<file path="config.mk">
export PLATFORM = sky130hd
export DESIGN_NAME = qsys_serial_arbiter
export DESIGN_NICKNAME = d
export VERILOG_FILES = /design/src/rtl/qsys_serial_arbiter.sv
export SDC_FILE = /design/constraint.sdc
export NUM_CORES = 1
export LEC_CHECK = 0
export CORE_UTILIZATION = 45
export DETAILED_ROUTE_END_ITERATION = 10
export PLACE_DENSITY = 0.81
export SLEW_MARGIN = 40
export SYNTH_ARGS = -nofsm -noshare
export SYNTH_HDL_FRONTEND = slang
export SYNTH_SLANG_ARGS = --single-unit
</file>
<file path="constraint.sdc">
create_clock -name csi_MCLK_clk -period 5.1 [get_ports csi_MCLK_clk]
set_input_delay 1.02 -clock csi_MCLK_clk [delete_from_list [all_inputs] [get_ports csi_MCLK_clk]]
set_output_delay 1.02 -clock csi_MCLK_clk [all_outputs]
set_load 0.03 [all_outputs]
</file>
<file path="src/rtl/qsys_serial_arbiter.sv">
// Two-requester Avalon-MM arbiter in front of one slow serial device.
// Ports: avs_s0_*/avs_s1_* requester slaves, avm_m0_* downstream master,
//   timeout_err sticky abandon flag, grant_id owner of current/last transfer.
module qsys_serial_arbiter #(
    parameter logic [15:0] TIMEOUT = 16'd1024
) (
    input  logic        csi_MCLK_clk,
    input  logic        rsi_MRST_reset,
    input  logic [7:0]  avs_s0_address,
    input  logic [31:0] avs_s0_writedata,
    input  logic [3:0]  avs_s0_byteenable,
    input  logic        avs_s0_write,
    input  logic        avs_s0_read,
    output logic [31:0] avs_s0_readdata,
    output logic        avs_s0_waitrequest,
    input  logic [7:0]  avs_s1_address,
    input  logic [31:0] avs_s1_writedata,
    input  logic [3:0]  avs_s1_byteenable,
    input  logic        avs_s1_write,
    input  logic        avs_s1_read,
    output logic [31:0] avs_s1_readdata,
    output logic        avs_s1_waitrequest,
    output logic [7:0]  avm_m0_address,
    output logic [31:0] avm_m0_writedata,
    output logic [3:0]  avm_m0_byteenable,
    output logic        avm_m0_write,
    output logic        avm_m0_read,
    input  logic [31:0] avm_m0_readdata,
    input  logic        avm_m0_waitrequest,
    output logic        timeout_err,
    output logic        grant_id
);

    typedef enum logic [1:0] {
        S_IDLE = 2'd0,
        S_BUSY = 2'd1,
        S_DONE = 2'd2
    } state_t;

    state_t      r_state;
    state_t      w_state_nxt;

    logic [7:0]  r_m_addr;
    logic [31:0] r_m_wdata;
    logic [3:0]  r_m_be;
    logic        r_m_wr;
    logic        r_m_rd;
    logic [31:0] r_s0_rdata;
    logic [31:0] r_s1_rdata;
    logic        r_s0_wait;
    logic        r_s1_wait;
    logic        r_terr;
    logic        r_gid;
    logic [15:0] r_tcnt;
    logic        r_rr;

    logic [7:0]  w_m_addr_nxt;
    logic [31:0] w_m_wdata_nxt;
    logic [3:0]  w_m_be_nxt;
    logic        w_m_wr_nxt;
    logic        w_m_rd_nxt;
    logic [31:0] w_s0_rdata_nxt;
    logic [31:0] w_s1_rdata_nxt;
    logic        w_s0_wait_nxt;
    logic        w_s1_wait_nxt;
    logic        w_terr_nxt;
    logic        w_gid_nxt;
    logic [15:0] w_tcnt_nxt;
    logic        w_rr_nxt;
    logic [31:0] w_resp;

    logic        w_req0;
    logic        w_req1;
    logic        w_tie;
    logic        w_gnt_vld;
    logic        w_sel;
    logic        w_sel_wr;
    logic        w_sel_rd;
    logic [7:0]  w_sel_addr;
    logic [31:0] w_sel_wdata;
    logic [3:0]  w_sel_be;
    logic        w_ack;
    logic        w_tmo;

    assign w_req0    = avs_s0_write | avs_s0_read;
    assign w_req1    = avs_s1_write | avs_s1_read;
    assign w_tie     = w_req0 & w_req1;
    assign w_gnt_vld = w_req0 | w_req1;

    // r_rr names the requester that wins the next tie.
    always_comb begin
        w_sel = 1'b0;
        unique case (1'b1)
            w_tie:             w_sel = r_rr;
            w_req1 & ~w_req0:  w_sel = 1'b1;
            default:           w_sel = 1'b0;
        endcase
    end

    assign w_sel_wr    = w_sel ? avs_s1_write : avs_s0_write;
    // A simultaneous write+read is carried out as a write only.
    assign w_sel_rd    = w_sel ? (avs_s1_read & ~avs_s1_write)
                               : (avs_s0_read & ~avs_s0_write);
    assign w_sel_addr  = w_sel ? avs_s1_address : avs_s0_address;
    assign w_sel_wdata = w_sel ? avs_s1_writedata : avs_s0_writedata;
    assign w_sel_be    = w_sel ? avs_s1_byteenable : avs_s0_byteenable;

    assign w_ack = (r_state == S_BUSY) & ~avm_m0_waitrequest;
    assign w_tmo = (r_state == S_BUSY) & avm_m0_waitrequest &
                   (r_tcnt == TIMEOUT - 16'd1);

    // State and output registers
    always_ff @(posedge csi_MCLK_clk) begin
        if (rsi_MRST_reset) begin
            r_state    <= S_IDLE;
            r_m_addr   <= 8'h0;
            r_m_wdata  <= 32'h0;
            r_m_be     <= 4'h0;
            r_m_wr     <= 1'b0;
            r_m_rd     <= 1'b0;
            r_s0_rdata <= 32'h0;
            r_s1_rdata <= 32'h0;
            r_s0_wait  <= 1'b1;
            r_s1_wait  <= 1'b1;
            r_terr     <= 1'b0;
            r_gid      <= 1'b0;
            r_tcnt     <= 16'h0;
            r_rr       <= 1'b0;
        end else begin
            r_state    <= w_state_nxt;
            r_m_addr   <= w_m_addr_nxt;
            r_m_wdata  <= w_m_wdata_nxt;
            r_m_be     <= w_m_be_nxt;
            r_m_wr     <= w_m_wr_nxt;
            r_m_rd     <= w_m_rd_nxt;
            r_s0_rdata <= w_s0_rdata_nxt;
            r_s1_rdata <= w_s1_rdata_nxt;
            r_s0_wait  <= w_s0_wait_nxt;
            r_s1_wait  <= w_s1_wait_nxt;
            r_terr     <= w_terr_nxt;
            r_gid      <= w_gid_nxt;
            r_tcnt     <= w_tcnt_nxt;
            r_rr       <= w_rr_nxt;
        end
    end

    // Next-state logic
    always_comb begin
        w_state_nxt = r_state;
        unique case (r_state)
            S_IDLE: if (w_gnt_vld) w_state_nxt = S_BUSY;
            S_BUSY: if (w_ack || w_tmo) w_state_nxt = S_DONE;
            S_DONE: w_state_nxt = S_IDLE;
            default: w_state_nxt = S_IDLE;
        endcase
    end

    // Output logic: next values of every registered output
    always_comb begin
        w_m_addr_nxt   = r_m_addr;
        w_m_wdata_nxt  = r_m_wdata;
        w_m_be_nxt     = r_m_be;
        w_m_wr_nxt     = r_m_wr;
        w_m_rd_nxt     = r_m_rd;
        w_s0_rdata_nxt = r_s0_rdata;
        w_s1_rdata_nxt = r_s1_rdata;
        w_s0_wait_nxt  = 1'b1;
        w_s1_wait_nxt  = 1'b1;
        w_terr_nxt     = r_terr;
        w_gid_nxt      = r_gid;
        w_tcnt_nxt     = r_tcnt;
        w_rr_nxt       = r_rr;
        w_resp         = 32'h0;
        unique case (r_state)
            S_IDLE: begin
                if (w_gnt_vld) begin
                    w_m_addr_nxt  = w_sel_addr;
                    w_m_wdata_nxt = w_sel_wdata;
                    w_m_be_nxt    = w_sel_be;
                    w_m_wr_nxt    = w_sel_wr;
                    w_m_rd_nxt    = w_sel_rd;
                    w_gid_nxt     = w_sel;
                    w_tcnt_nxt    = 16'h0;
                    // Only a contested grant moves the tie pointer.
                    if (w_tie) w_rr_nxt = ~w_sel;
                end
            end
            S_BUSY: begin
                w_tcnt_nxt = r_tcnt + 16'd1;
                if (w_ack || w_tmo) begin
                    w_m_wr_nxt = 1'b0;
                    w_m_rd_nxt = 1'b0;
                    if (w_ack) begin
                        w_resp = r_m_rd ? avm_m0_readdata : 32'h0;
                    end else begin
                        w_resp     = 32'hDEAD_0000;
                        w_terr_nxt = 1'b1;
                    end
                    if (r_gid) begin
                        w_s1_wait_nxt  = 1'b0;
                        w_s1_rdata_nxt = w_resp;
                    end else begin
                        w_s0_wait_nxt  = 1'b0;
                        w_s0_rdata_nxt = w_resp;
                    end
                end
            end
            S_DONE: begin
            end
            default: begin
            end
        endcase
    end

    assign avm_m0_address     = r_m_addr;
    assign avm_m0_writedata   = r_m_wdata;
    assign avm_m0_byteenable  = r_m_be;
    assign avm_m0_write       = r_m_wr;
    assign avm_m0_read        = r_m_rd;
    assign avs_s0_readdata    = r_s0_rdata;
    assign avs_s1_readdata    = r_s1_rdata;
    assign avs_s0_waitrequest = r_s0_wait;
    assign avs_s1_waitrequest = r_s1_wait;
    assign timeout_err        = r_terr;
    assign grant_id           = r_gid;

endmodule

</file>
==> Yosys cells after proc, flatten, opt, wreduce, memory -nomap -nowiden <==
Index checks and enable logic that the tools add are counted.
{ "totals": {"register_bits": 133, "in_bits": 127, "out_inout_bits": 114} }
{ "op_classes": {"add_sub_neg": 1, "eq_ne": 4, "muxes": 20, "bitwise_logic": 19, "reduce_logical": 12} }
{ "ops": {"columns": ["operator", "count"], "rows": [
  ["$mux 32", 3],
  ["$pmux 16 s2", 1],
  ["$add 16x1->16 const B", 1],
  ["$eq 16x10->1 const B", 1],
  ["$mux 16", 1],
  ["$reduce_and 3->1", 5],
  ["$not 1->1", 9],
  ["$mux 8", 1],
  ["$and 1x1->1", 7],
  ["$mux 1", 7],
  ["$pmux 1 s2", 3],
  ["$reduce_and 2->1", 3],
  ["$mux 2", 2],
  ["$mux 4", 1],
  ["$pmux 2 s2", 1],
  ["$or 1x1->1", 3],
  ["$reduce_or 3->1", 1],
  ["$eq 2x1->1 const B", 1],
  ["$logic_not 2->1", 1],
  ["$ne 2x1->1 const B", 1],
  ["$ne 2x2->1 const B", 1],
  ["$reduce_bool 2->1", 1],
  ["$logic_or 1x1->1", 1]
]} }

==> Depth between registers and ports, before layout <==
Gate-level depths: netlist (run 1).
{ "depth": {"ltp_word": 7, "ltp_mapped": 7, "depth_no_buf": 5} }

==> Least setup slack after synthesis (run 1) <==
No wires, ideal clock.
{ "synth_timing": {"path_kind": "input -> register", "start": "in avs_s0_read", "end": "reg r_m_addr[7], in the netlist avm_m0_address[7]", "setup_ns": 0.086, "arrival_ns": 2.108, "path_slack_ns": 2.907, "stages": 6, "path_buffers": 2, "path_cell_list": "nor2_1 o22ai_1 buf_2 buf_2 mux2i_1 a211oi_1"} }
{ "synth_between": {"elab_chain_cells": 5, "word_cells_on_any_way": 8, "cone_classes": "mux: 2; bitwise: 5; reduce/logical: 1"} }
{ "synth_lines": {"columns": ["element", "line_no", "text"], "rows": [
  ["start, declared", "13", "input logic avs_s0_read,"],
  ["$or 1x1->1 (*)", "85", "assign w_req0 = avs_s0_write | avs_s0_read;"],
  ["$not 1->1", "95", "w_req1 & ~w_req0: w_sel = 1'b1;"],
  ["$and 1x1->1", "95", null],
  ["$pmux 1 s2", "93", "unique case (1'b1)"],
  ["$mux 8", "104", "assign w_sel_addr = w_sel ? avs_s1_address : avs_s0_address;"],
  ["end signal, assigned", "131", "r_m_addr <= w_m_addr_nxt;"],
  ["end, declared", "43", "logic [7:0] r_m_addr;"]
]} }
Every way passes the cells marked *; elsewhere a longest branch is shown, timed or not.
A chain may end at the register's enable or synchronous reset.

==> Worst setup path after layout (run 1) <==
{ "layout_timing": {"start": "reg r_m_rd, in the netlist avm_m0_read", "end": "out avm_m0_read"} }
{ "layout_lines": {"columns": ["element", "line_no", "text"], "rows": [
  ["start, declared", "47", "logic r_m_rd;"],
  ["start signal, assigned", "135", "r_m_rd <= w_m_rd_nxt;"],
  ["end, declared", "27", "output logic avm_m0_read,"]
]} }
No word-level cell between the ends.

==> results of run 1 <==
==> cell usage after synthesis (11+ instances only) <==
master	n	area [um2]
dfxtp_1	133	2660
mux2i_1	44	440
o22ai_1	41	257
buf_2	11	55.1
nor2_1	80	300
nand3_1	54	270
nand2_1	46	173
a21oi_1	14	70.1
a221oi_1	15	131
a211oi_1	46	345
clkbuf_1	39	146
==> cells by family after synthesis <==
kind of cell    count (synthesis)  synth area share
flops                         133             0.476
compound gates                155             0.209
xor+xnor                        1           0.00157
mux                            44            0.0787
buf+inv                        61            0.0503
fa+ha+maj                       1           0.00224
simple gates                  214             0.183
==> final timing paths <==
check | slack, ns | cells past startpoint | endpoint | start
hold / removal | 0.48 | 2 | timeout_err | timeout_err
setup reg to reg | 2.69 | 5 | avs_s0_readdata[9] | r_state[0]
setup / recovery | 2.10 | 1 | avm_m0_read | avm_m0_read
hold reg to reg | 0.48 | 2 | timeout_err | timeout_err
==> sequential cells by signal (all words and copies together) (netlist names) <==
signal,flops
avm_m0_writedata,32
r_tcnt,16
avm_m0_read,1
avm_m0_write,1
r_state,2
r_rr,1
avs_s1_waitrequest,1
avs_s1_readdata,32
timeout_err,1
avm_m0_byteenable,4
grant_id,1
avs_s0_waitrequest,1
avm_m0_address,8
avs_s0_readdata,32
==> stage by stage <==
step	std cells	utilization	power, W	cell area, um2
3_5_place_dp	966	0.664	0.00190	8010
6_report	999	0.711	0.00298	8570
5_1_grt	999	0.711	0.00310	8570
4_1_cts	997	0.708	0.00299	8540
3_3_place_gp	966	0.664	0.00188	8010
2_1_floorplan	609	-	0.00159	5590
==> power by group through the flow <==
stage	clock, W	combinational [W]	sequential (W)
2_1_floorplan	0	0.000270	0.00132
3_3_place_gp	0	0.000687	0.00119
3_5_place_dp	0	0.000701	0.00120
4_1_cts	0.00111	0.000707	0.00117
5_1_grt	0.00116	0.000755	0.00118
6_report	0.00110	0.000705	0.00118
==> worst register-to-register path, delay by kind of cell (launching register included) <==
family / cells / cell delay [ns]
simple gates: 3 / 1.25
flops: 1 / 0.61
buf+inv: 1 / 0.28
compound gates: 1 / 0.13
==> metal layers <==
layer | global-route usage | vias up
met5 | 0 | -
met2 | 0.458 | 263
met3 | 0.0988 | 33
met1 | 0.290 | 2645
met4 | 0.107 | 2
li1 | - | 2688
==> cell type report <==
| type | instances | share of cell area |
|---|---|---|
| clock inverter | 13 | 0.0120 |
| inverter | 4 | 0.00190 |
| multi-input combinational | 415 | 0.313 |
| tap | 168 | 0.0245 |
| sequential | 133 | 0.311 |
| clock buffer | 18 | 0.0501 |
| timing repair buffer | 248 | 0.288 |
==> qor.csv, run 1 <==
metric;value;unit
netlist_instances;609;
clk_latency;0.41;ns
comb_power_share;0.237;
first_pass_iters;5;
gp_congestion;0.821;
worst_slack;2.10;ns
ys_ff_latch;133;
relSlewSlack;0.458;
yosys_warnings;0;
ys.flop_type;dfxtp_1;
seq_area_frac_synth;0.476;
grt_pass1_wl;26.9;mm
die_w;113;um
avgSynthCellArea;9.18;um2
diodes;0;
ir_drop;317;uV
antenna_found_initial;0;
synth_cell_types;53;
synth_edf_count;0;
postCtsSetupRepairBufs;0;
powerDensity;347;nW/um2
cp-start-kind;flop;
switching_share;0.310;
synthArstFlopShare;0;
outcome;completed;
routed_via_density;5.64;
grt_setup_unrepaired;false;
dpl.hpwl;11.9;mm
dr.first_iter.drc_count;413;
critPathTopFamily;buffers and inverters;
grt_usage;0.264;
drc;0;
die_h;113;um
critical_path.cell_chain;clkdlybuf4s50_1;
clkPwrFrac;0.368;
p_leak;3.18;nW
syn2layout_area_growth;53.2;%
ant_nets;0;
layout_commonest_cell;clkdlybuf4s50_1;
finalSetupTns;0;ns
fin_crit;3.00;ns
grt_pass1_vias;5596;
setup_viol;0;
fin_worst_skew;0.00973;ns
worst_pin_slew;0.813;ns
ctsResizeCount;0;
synth_nets;737;
seq_power_share;0.395;
fin_nets;947;
cts_made_buffers;17;
dr_wl_met3;1.65;mm
hold_viol_final;0;
cts_tree;done;
nFillCells;902;
vias;5631;
fin_crit_sh;0.587;
arrival;1.98;ns
grt.overflow.total;0;
post_drt_wl_per_cell;17.1;um
max_stage_delay;0.80;ns
cp-end-kind;primary output;
start_util;0.464;
dp_slack;1.89;ns
hold_path.class;reg -> reg;
cell_internal_pwr;0.00206;W
fmax;0.334;GHz
wl_met2;8.43;mm
clk_path_buf_depth;2;
num_io_pins;241;
io_buffers;240;
hold_ws;0.476;ns
coreArea;12100;um2
root_buffer;clkbuf_16;
clk_pin_slew;0.06;ns
path_max_fanout;15;
routed.top_layer;met5;
wl_met1;6.56;mm
postCtsHoldBufs;0;
grt_max_degree;89;
critPathKind;reg -> out;
dieArea;12900;um2
cp_slowest_cell;clkdlybuf4s50_1;
syn_area;5590;um2
fp-row-count;40;
mostFrequentLayoutCells;clkdlybuf4s50_1, dfxtp_1, nor2_1;
multi_input_area;2690;um2
h-tree-depth;4;
p_sw;0.000922;W
cp.required;4.08;ns
drive_above_1_share;0.0818;
crit_buf_inv;1;
final_max_slew_viol_count;0;
routed_wl;17.0;mm
ff_latch_area;2660;um2
maxCapViolations;0;
numClockSinks;133;
(Power assumes the default switching activity.)
==> run 2, diff against run 1 <==
--- a/config.mk
+++ b/config.mk
@@ -5,9 +5,9 @@
 export SDC_FILE = /design/constraint.sdc
 export NUM_CORES = 1
 export LEC_CHECK = 0
-export CORE_UTILIZATION = 45
+export CORE_UTILIZATION = 43
 export DETAILED_ROUTE_END_ITERATION = 10
-export PLACE_DENSITY = 0.81
+export PLACE_DENSITY = 0.77
 export SLEW_MARGIN = 40
 export SYNTH_ARGS = -nofsm -noshare
 export SYNTH_HDL_FRONTEND = slang
==> constraint.sdc (replaced) <==
create_clock -name csi_MCLK_clk -period 2.9 [get_ports csi_MCLK_clk]
set_input_delay 0.58 -clock csi_MCLK_clk [delete_from_list [all_inputs] [get_ports csi_MCLK_clk]]
set_output_delay 0.58 -clock csi_MCLK_clk [all_outputs]
set_load 0.03 [all_outputs]
==> qor.csv, run 2 (synthesis results as in run 1) <==
metric;value;unit
mostFrequentLayoutCells;clkdlybuf4s50_1, dfxtp_1, nor2_1;
cp-start-kind;flop;
fin_crit_sh;0.801;
syn2layout_area_growth;55.9;%
coreArea;12700;um2
cp_slowest_cell;clkdlybuf4s50_1;
cell_internal_pwr;0.00382;W
grt_pass1_vias;5321;
dp_slack;0.384;ns
nFillCells;987;
maxCapViolations;0;
num_io_pins;241;
grt_pass1_wl;25.5;mm
fin_nets;955;
comb_power_share;0.232;
root_buffer;clkbuf_16;
grt.busiest_layer;met2;
cp.required;2.32;ns
crit_buf_inv;1;
finalSetupTns;0;ns
placed_area;8130;um2
critical_path.cell_chain;clkdlybuf4s50_1;
grt.overflow.total;0;
fin_crit;2.32;ns
grt_setup_unrepaired;false;
clk_latency;0.41;ns
use_met3;0.0805;
max_stage_delay;0.76;ns
path_depth;1;
post_drt_wl_per_cell;16.2;um
setup_viol;0;
fp-row-count;41;
hold_path.class;reg -> reg;
place_inst;980;
hold_ws;0.467;ns
worst_slack;0.576;ns
ir_drop;323;uV
path_max_fanout;8;
fin_worst_skew;0.0132;ns
clkPwrFrac;0.392;
arrival;1.74;ns
die_h;116;um
io_buffers;240;
critPathTopFamily;buffers and inverters;
dr.first_iter.drc_count;453;
numClockSinks;133;
routed_via_density;5.50;
dieArea;13500;um2
reg2reg_depth;5;
antenna_found_initial;0;
dpl.hpwl;11.8;mm
use_met2;0.405;
cts_made_buffers;17;
cp-end-kind;primary output;
gp_congestion;0.822;
critPathKind;reg -> out;
postLayoutCellArea;8720;um2
ant_nets;0;
stdcell_count;1012;
hold_depth;2;
p_leak;3.27;nW
grt_max_degree;89;
layout_commonest_cell;clkdlybuf4s50_1;
diodes;0;
clk_path_buf_depth;2;
drive_above_1_share;0.0905;
postCtsSetupRepairBufs;0;
ctsResizeCount;0;
die_w;116;um
start_util;0.441;
cts_tree;done;
h-tree-depth;4;
hold_viol_final;0;
first_pass_iters;5;
switching_share;0.299;
seq_power_share;0.376;
powerDensity;626;nW/um2
vias;5563;
final_max_slew_viol_count;0;
outcome;completed;
routed_wl;16.4;mm
drc;0;
postCtsHoldBufs;0;
p_sw;0.00163;W
relSlewSlack;0.530;
worst_pin_slew;0.706;ns
fmax;0.430;GHz
clk_pin_slew;0.06;ns
grt_usage;0.242;
grt_util_met1;0.277;
## run 2: cell count changes in the layout (fill, tap and decap cells not counted), moves of 2 or more
cell	change
inv_6	+2
buf_12	+3
buf_4	+6
bufinv_16	+2
nand3_1	+2
nand3_2	-2
clkinvlp_4	-4
clkinv_4	+2
## run 2: cell type report
type,instances,area (um2),share of cell area
clock buffer,17,425,0.0488
clock inverter,15,168,0.0192
sequential,133,2660,0.305
inverter,4,15.0,0.00172
tap,172,215,0.0247
timing repair buffer,256,2560,0.293
multi-input combinational,415,2680,0.307
## run 2: worst paths after layout
kind                                  start                 end  slack [ns]
worst max-delay path               grant_id            grant_id        0.58
worst min-delay path            timeout_err         timeout_err        0.47
worst max register to register   r_state[0]  avs_s0_readdata[8]        0.73
worst min register to register  timeout_err         timeout_err        0.47
## run 2: per-layer routing
metal	share of wire	vias up
li1	-	2704
met1	0.41	2577
met2	0.48	243
met3	0.086	39
met4	0.030	0
met5	0	-
## run 2: stage by stage
step / utilization / power (W)
3_5_place_dp: 0.641 / 0.00336
6_report: 0.688 / 0.00546
3_3_place_gp: 0.641 / 0.00333
2_1_floorplan: - / 0.00280
4_1_cts: 0.688 / 0.00549
5_1_grt: 0.688 / 0.00567
## run 2: power by group through the flow
stage | combinational (W) | clock, W | sequential (W)
2_1_floorplan | 0.000475 | 0 | 0.00232
3_3_place_gp | 0.00125 | 0 | 0.00208
3_5_place_dp | 0.00127 | 0 | 0.00209
4_1_cts | 0.00127 | 0.00217 | 0.00205
5_1_grt | 0.00136 | 0.00225 | 0.00207
6_report | 0.00127 | 0.00214 | 0.00205
